## src/rtl/net_bus_tx_fanout.sv

```systemverilog
// net_bus_tx_fanout
//   Registered 1-to-CHANNELS broadcast of one NetBus word. A per-channel pending
//   mask tracks which enabled channels still owe the current word, so a slow
//   channel only stalls the upstream and served channels are never re-sent.
//   Optional stall timeout: define NETBUS_TX_TIMEOUT_EN to enable it. Without it,
//   TOUT and TOUT_MSK are tied to zero.
module net_bus_tx_fanout #(
  parameter int DATA_WIDTH     = 4,
  parameter int CHANNELS       = 5,
  parameter int TIMEOUT_CYCLES = 1024
) (
  input  logic                                  CLK,
  input  logic                                  RSTN,
  input  logic [DATA_WIDTH*9+14-1:0]            DATA,
  input  logic                                  VALID,
  output logic                                  READY,
  input  logic [CHANNELS-1:0]                   CH_EN,
  output logic [CHANNELS-1:0]                   WCLK,
  output logic [CHANNELS*(DATA_WIDTH*9+14)-1:0] WDATA,
  output logic [CHANNELS-1:0]                   WVALID,
  input  logic [CHANNELS-1:0]                   WREADY,
  output logic [15:0]                           WORD_CNT,
  output logic                                  TOUT,
  output logic [CHANNELS-1:0]                   TOUT_MSK
);

  localparam int W = DATA_WIDTH*9+14;

  typedef enum logic {
    ST_IDLE = 1'b0,
    ST_BUSY = 1'b1
  } state_e;

  // Parameter range guard: an out-of-range configuration elaborates this empty block.
  if ((CHANNELS < 1) || (CHANNELS > 16) || (TIMEOUT_CYCLES < 2)) begin : g_param_out_of_range
  end

  logic [CHANNELS-1:0] pending_q, pending_d;
  logic [W-1:0]        hold_q, hold_d;
  logic [15:0]         word_cnt_q, word_cnt_d;
  logic [CHANNELS-1:0] pend_left_s;
  state_e              state_s;
  logic                ready_s;
  logic                accept_s;

  // The FSM state is fully described by the pending mask: IDLE when nothing is owed.
  assign state_s     = (pending_q == {CHANNELS{1'b0}}) ? ST_IDLE : ST_BUSY;
  // Channels still owing the word after this cycle's handshakes.
  assign pend_left_s = pending_q & ~WREADY;
  // Ready when idle or when every pending channel completes this cycle.
  assign ready_s     = RSTN & ((state_s == ST_IDLE) | (pend_left_s == {CHANNELS{1'b0}}));
  assign accept_s    = VALID & ready_s;

`ifdef NETBUS_TX_TIMEOUT_EN
  localparam int              TMR_W    = $clog2(TIMEOUT_CYCLES);
  localparam logic [TMR_W-1:0] TMR_LAST = TMR_W'(TIMEOUT_CYCLES - 1);

  logic [TMR_W-1:0]    timer_q, timer_d;
  logic                tout_q, tout_d;
  logic [CHANNELS-1:0] tout_msk_q, tout_msk_d;
  logic                expire_s;

  // Abort only when the stall limit is reached and some channel still will not finish.
  assign expire_s = (state_s == ST_BUSY) & (timer_q == TMR_LAST) &
                    (pend_left_s != {CHANNELS{1'b0}});
`endif

  // Next-state logic: accept loads a fresh mask, otherwise clear completed channels.
  always_comb begin
    pending_d  = pend_left_s;
    hold_d     = hold_q;
    word_cnt_d = word_cnt_q;
`ifdef NETBUS_TX_TIMEOUT_EN
    timer_d    = timer_q;
    tout_d     = 1'b0;
    tout_msk_d = tout_msk_q;
`endif
    if (accept_s) begin
      // A new mask overrides any clears that belonged to the old word.
      pending_d  = CH_EN;
      hold_d     = DATA;
      word_cnt_d = word_cnt_q + 16'd1;
`ifdef NETBUS_TX_TIMEOUT_EN
      timer_d    = {TMR_W{1'b0}};
`endif
    end
`ifdef NETBUS_TX_TIMEOUT_EN
    else if (expire_s) begin
      pending_d  = {CHANNELS{1'b0}};
      tout_d     = 1'b1;
      tout_msk_d = pend_left_s;
      timer_d    = {TMR_W{1'b0}};
    end else if (state_s == ST_BUSY) begin
      timer_d    = timer_q + TMR_W'(1'b1);
    end else begin
      timer_d    = {TMR_W{1'b0}};
    end
`else
    else begin
      pending_d  = pend_left_s;
    end
`endif
  end

  // State registers with synchronous active-low reset.
  always_ff @(posedge CLK) begin
    if (!RSTN) begin
      pending_q  <= {CHANNELS{1'b0}};
      hold_q     <= {W{1'b0}};
      word_cnt_q <= 16'd0;
`ifdef NETBUS_TX_TIMEOUT_EN
      timer_q    <= {TMR_W{1'b0}};
      tout_q     <= 1'b0;
      tout_msk_q <= {CHANNELS{1'b0}};
`endif
    end else begin
      pending_q  <= pending_d;
      hold_q     <= hold_d;
      word_cnt_q <= word_cnt_d;
`ifdef NETBUS_TX_TIMEOUT_EN
      timer_q    <= timer_d;
      tout_q     <= tout_d;
      tout_msk_q <= tout_msk_d;
`endif
    end
  end

  assign READY    = ready_s;
  assign WCLK     = {CHANNELS{CLK}};
  assign WDATA    = {CHANNELS{hold_q}};
  assign WVALID   = pending_q;
  assign WORD_CNT = word_cnt_q;
`ifdef NETBUS_TX_TIMEOUT_EN
  assign TOUT     = tout_q;
  assign TOUT_MSK = tout_msk_q;
`else
  assign TOUT     = 1'b0;
  assign TOUT_MSK = {CHANNELS{1'b0}};
`endif

endmodule

```

## config.mk

```make
export PLATFORM = sky130hd
export DESIGN_NAME = net_bus_tx_fanout
export DESIGN_NICKNAME = d
export VERILOG_FILES = /design/src/rtl/net_bus_tx_fanout.sv
export SDC_FILE = /design/constraint.sdc
export NUM_CORES = 1
export LEC_CHECK = 0
export CORE_MARGIN = 5
export CORE_UTILIZATION = 23
export DETAILED_ROUTE_END_ITERATION = 8
export PLACE_DENSITY_LB_ADDON = 0.15
export SYNTH_ARGS = -nofsm -noshare
export SYNTH_HDL_FRONTEND = slang
export SYNTH_SLANG_ARGS = --single-unit
```

## constraint.sdc

```tcl
create_clock -name CLK -period 1.95 [get_ports CLK]
set_input_delay 0.4875 -clock CLK [delete_from_list [all_inputs] [get_ports CLK]]
set_output_delay 0.4875 -clock CLK [all_outputs]
set_load 0.01 [all_outputs]
```

==> flow_summary.ini, run 1 <==
[global_routing]
antenna_found_initial = 1
grt_first_pass_wirelength_microns = 22600
overflow = 0
grtUsageTotal = 0.129
grt_pass1_vias = 4149
grt_max_degree = 58

[synthesis]
synth_top_cell_by_area = buf_4
synth_area_sq_mm = 0.00458
ys_top_cells_by_area = buf_4, dfxtp_1, a21oi_1, nand3_1, o21ai_0
avgSynthCellArea_sq_um = 8.11
ys.warnings.count = 0
ys_seq_area_frac = 0.310
synth_top_area_share = 0.351
synth_cell_types = 34
synthCells = 565
ys_ff_latch = 71

[worst_hold_path]
worstHoldPathType = register to register

[setup_path]
cp_cell_sequence = clkdlybuf4s50_1
crit_required_ns = 1.46
slowest_delay_ns = 0.58
worst_ep_arrival_time_ns = 1.43
path_delay_family = buffers and inverters
crit_path_start_kind = register
critical_path_class = register to output pin
r2r_slack_ns = 0.25
critPathSlowestCell = clkdlybuf4s50_1
endpoint_kind = output pin
cp.buffers_inverters = 1
critPathMaxFanout = 6

[placed_design]
post-place-cells = 944
placed_area_sq_mm = 0.00678
dpl.hpwl_microns = 11700
io_buffers = 339
gp_congestion = 0.718

[die]
die_h_microns = 151
core_area_sq_mm = 0.0195
top_level_ports = 346
initial_utilization = 0.235
fp.dieW_microns = 151
row_count = 51
dieArea_sq_mm = 0.0228

[sta]
fin_crit_ns = 1.92
finalSetupViolCount = 0
fin_crit_sh = 0.982
max_slew_margin = 0.573
rsz0062_at_grt = false
drv_slew = 0
fmax_mhz = 522
finalClockSkew_ns = 0.00528
hold_ws_ns = 0.486
tightest_slew_ns = 0.640
hold_violations = 0

[pwr]
ir_worst_vdd_mv = 0.454
p_per_area_mw_per_mm2 = 725
total_leakage_power_nw = 3.13

[layout]
antennaDiodeCount = 0
areaGrowthSynthToFinish_pct = 58.5
final_nets = 758
drive_above_1_share = 0.153
finalInstanceArea_sq_mm = 0.00726
post-route-util = 0.372
layout_common_cells = clkdlybuf4s50_1, a21oi_1, nand3_1
finalNonFillerCells = 963
layout_commonest_cell = clkdlybuf4s50_1

[route]
vias = 4137
vias_per_cell = 4.30
routedWlPerCell_microns = 16.2
drc = 0
drtPass1Iterations = 4
dr.first_iter.drc_count = 184
drt_wl_total_microns = 15600
postRouteAntennaNets = 0

[clock_tree]
clk_pin_slew_ns = 0.06
hold_buffers = 0
insertion_delay_ns = 0.45
cts_tree = yes

[run]
drv_cap = 0

[outcome]
outcome = completed
-- repair_timing --
item	CTS	global route
setup endpoints to repair	174	105
resized for setup	88	54
buffers inserted	0	0
pin swaps	2	0
-- routing by layer --
metal | GRT usage | wire (microns) | vias up
li1 | - | - | 1969
met1 | 0.144 | 5970 | 1918
met2 | 0.220 | 7820 | 225
met3 | 0.0491 | 1550 | 23
met4 | 0.0558 | 266 | 2
met5 | 0 | 7 | -
-- report_power, final --
part | leakage, nW | internal (W) | total (W) | switching [W]
logic | 2.33 | 0.000825 | 0.00144 | 0.000616
registers | 0.601 | 0.00155 | 0.00168 | 0.000125
clock network | 0.205 | 0.00135 | 0.00214 | 0.000793
-- tightest hold or removal path, cell delays in order, from the launching register on --
cell and delay (ns):
dfxtp_1 0.33, nand2_1 0.06, mux2i_1 0.05
-- through the flow --
stage / setup slack (ns) / TNS (ns) / total power, W
2_1_floorplan: 0.110 / 0 / 0.00278
3_3_place_gp: -0.629 / -23.15 / 0.00344
3_5_place_dp: -0.630 / -24.52 / 0.00345
4_1_cts: 0.0000436 / 0 / 0.00540
5_1_grt: 0.000588 / 0 / 0.00553
6_report: 0.0349 / 0 / 0.00526
-- path summary, 6_finish.rpt --
| path | from | endpoint | depth (start not counted) |
|---|---|---|---|
| setup / recovery | hold_q[7]$_SDFFE_PN0P_ | WDATA[7] | 1 |
| hold / removal | WORD_CNT[11]$_SDFFE_PN0P_ | WORD_CNT[11]$_SDFFE_PN0P_ | 2 |
| setup reg to reg | WORD_CNT[1]$_SDFFE_PN0P_ | WORD_CNT[12]$_SDFFE_PN0P_ | 5 |
| hold reg to reg | WORD_CNT[11]$_SDFFE_PN0P_ | WORD_CNT[11]$_SDFFE_PN0P_ | 2 |
-- cells in the mapped netlist --
library cell	count
mux2i_1	4
or4_1	7
and4_2	1
nand2b_2	4
and4_1	3
nand2b_1	4
conb_1	1
nand2_1	9
nand4_4	1
clkbuf_2	1
clkbuf_8	2
dfxtp_1	71
o21a_1	2
o31ai_1	7
and2_1	2
o31a_1	2
ha_1	1
dlygate4sd1_1	1
buf_4	214
clkbuf_1	21
nor4_1	5
and3_1	1
inv_1	1
a21oi_1	65
o21ai_0	53
nand4_1	5
or3_1	2
and3_2	1
buf_1	5
nand3_2	1
nand3_1	61
buf_6	2
buf_2	4
nand2b_4	1
-- final cells by class --
| cell class | count | area, sq um |
|---|---|---|
| clock inverter | 1 | 5.00 |
| timing repair buffer | 354 | 3630 |
| multi-input combinational | 248 | 1420 |
| tap | 265 | 332 |
| fill | 2004 | 12300 |
| inverter | 1 | 3.75 |
| clock buffer | 23 | 390 |
| sequential | 71 | 1480 |
-- state kept, by name, indices dropped and copies added (netlist names) --
| register | cells |
|---|---|
| WVALID | 5 |
| WORD_CNT | 16 |
| hold_q | 50 |
-- cell families (layout without fill, tap and decap cells) --
group                      after synthesis  after routing  synth area share
muxes                                    4              4           0.00874
AOI/OAI and AO/OA                      129            129             0.148
buffers and inverters                  251            379             0.391
adders and majority gates                1              1           0.00273
DFF                                     71             71             0.310
other                                    1              6          0.000819
and+or+nand+nor                        108            108             0.139
Note: power is estimated with default switching activity, not from simulation.
==> inputs of run 2 (changes only) <==
--- a/config.mk
+++ b/config.mk
@@ -7,8 +7,10 @@
 export LEC_CHECK = 0
 export CORE_MARGIN = 5
 export CORE_UTILIZATION = 23
+export CTS_BUF_LIST = sky130_fd_sc_hd__clkbuf_8
 export DETAILED_ROUTE_END_ITERATION = 8
-export PLACE_DENSITY_LB_ADDON = 0.15
+export GPL_TIMING_DRIVEN = 0
+export PLACE_DENSITY = 0.55
 export SYNTH_ARGS = -nofsm -noshare
 export SYNTH_HDL_FRONTEND = slang
 export SYNTH_SLANG_ARGS = --single-unit
==> run 2 against run 1 <==
  * Critical path depth increased by 3
  * Final cell count increased by 25%
  * Combinational power increased by 18%
  * Worst hold slack improved by 0.00074 ns
  * Clock power decreased by 5%
  * Sequential cell count unchanged
==> flow_summary.ini, run 2 (synthesized netlist as in run 1, its figures left out) <==
[outcome]
outcome = completed

[pwr]
total_leakage_power_nw = 4.57
totalPowerFinal_w = 0.00539
p_per_area_mw_per_mm2 = 623
ir_worst_vdd_mv = 0.340

[layout]
layout_commonest_cell = buf_4
fill_cells = 2075
post-route-util = 0.443
final_nets = 997
regMostFlops = hold_q
finalNonFillerCells = 1206
areaGrowthSynthToFinish_pct = 89.0
layout_common_cells = buf_4, dlygate4sd2_1, clkdlybuf4s50_1
largest_reg_flops = 50
drive_above_1_share = 0.374

[sta]
fin_crit_ns = 1.93
max_slew_margin = 0.608
tightest_slew_ns = 0.589
fin_setup_tns_ns = 0
hold_violations = 0
finalClockSkew_ns = 0.00749
rsz0062_at_grt = true
fmax_mhz = 521
fin_crit_sh = 0.990
finalSetupViolCount = 0
drv_slew = 0

[route]
vias_per_cell = 4.07
drt_wl_total_microns = 18800
drtPass1Iterations = 4
postRouteAntennaNets = 0
vias = 4909
dr.first_iter.drc_count = 133
drc = 0
routedWlPerCell_microns = 15.6

[global_routing]
grt_use_met3 = 0.0667
antenna_found_initial = 2
grt-busiest-layer = met2
met1_usage = 0.175
grt_pass1_vias = 4862
overflow = 0
use_met2 = 0.270
grt_max_degree = 13
grt_first_pass_wirelength_microns = 27400
grtUsageTotal = 0.157

[worst_hold_path]
worstHoldPathType = register to register
hp-start = WORD_CNT[10]$_SDFFE_PN0P_
hold_depth = 2
hold_end = WORD_CNT[10]$_SDFFE_PN0P_

[die]
initial_utilization = 0.235
core_area_sq_mm = 0.0195
fp.dieW_microns = 151
top_level_ports = 346
die_h_microns = 151
dieArea_sq_mm = 0.0228
row_count = 51

[setup_path]
timing.rr.end = WORD_CNT[12]$_SDFFE_PN0P_
worst_ep_arrival_time_ns = 1.44
r2r-start = WORD_CNT[1]$_SDFFE_PN0P_
crit_required_ns = 1.46
endpoint_kind = output pin
r2r_cells = 5
crit_path_start_kind = clock port
critical_path_class = clock port to output pin
critPathMaxFanout = 3
r2r_slack_ns = 0.24

[clock_tree]
hold_buffers = 0
insertion_delay_ns = 0.46
cts_tree = yes
clk_pin_slew_ns = 0.08

[placed_design]
dpl.hpwl_microns = 14900
io_buffers = 339
gp_congestion = 0.710
post-place-cells = 1174

[run]
drv_cap = 0
==> run 2: worst max path at each step <==
| stage | slack [ns] | end | depth (start not counted) | from |
|---|---|---|---|---|
| after floorplan | 0.11 | READY | 5 | WREADY[4] |
| after global placement | -1.09 | READY | 7 | WREADY[4] |
| after detailed placement | -1.08 | READY | 7 | WREADY[4] |
| after CTS | -0.08 | READY | 5 | WVALID[0]$_SDFF_PN0_ |
| after global routing | -0.04 | READY | 4 | WVALID[0]$_SDFF_PN0_ |
| final | 0.02 | WCLK[2] | 4 | CLK |
==> run 2: layer usage <==
metal / routed length [microns] / vias up
met4: 282 / 2
met2: 9170 / 231
met3: 2050 / 21
li1: - / 2463
met1: 7240 / 2192
met5: 13 / -
==> run 2: cell type report <==
cell class	count	area [sq um]	share of cell area
Inverter	1	3.75	0.000434
Tap cell	265	332	0.0383
Antenna cell	2	5.00	0.000578
Multi-Input combinational cell	248	1410	0.163
Clock inverter	7	70.1	0.00809
Clock buffer	20	259	0.0299
Sequential cell	71	1620	0.187
Timing Repair Buffer	346	3180	0.367
Buffer	246	1780	0.206
==> run 2: worst max-delay path, cell delays in order <==
cell and delay, ns:
clkbuf_8 0.12, buf_8 0.11, buf_4 0.12, buf_6 0.11
==> run 2: where the power goes <==
group          total, W  switching (W)  internal [W]
Combinational   0.00170       0.000700       0.00100
Clock           0.00203       0.000801       0.00123
Sequential      0.00166       0.000136       0.00153
==> run 2: repair_timing <==
item                       4_1_cts  5_1_grt
pin swaps                        1        1
resized for setup              357       15
setup buffers                   12        1
setup endpoints to repair      292       46
==> run 2: per-stage QoR <==
stage / setup WS, ns / hold slack, ns / instance area, sq um
floorplan: 0.110 / 0.493 / 4600
finish: 0.0186 / 0.486 / 8660
global route: -0.0356 / 0.510 / 8650
CTS: -0.0786 / 0.495 / 8630
global placement: -1.09 / 0.481 / 8320
detailed placement: -1.08 / 0.483 / 8320
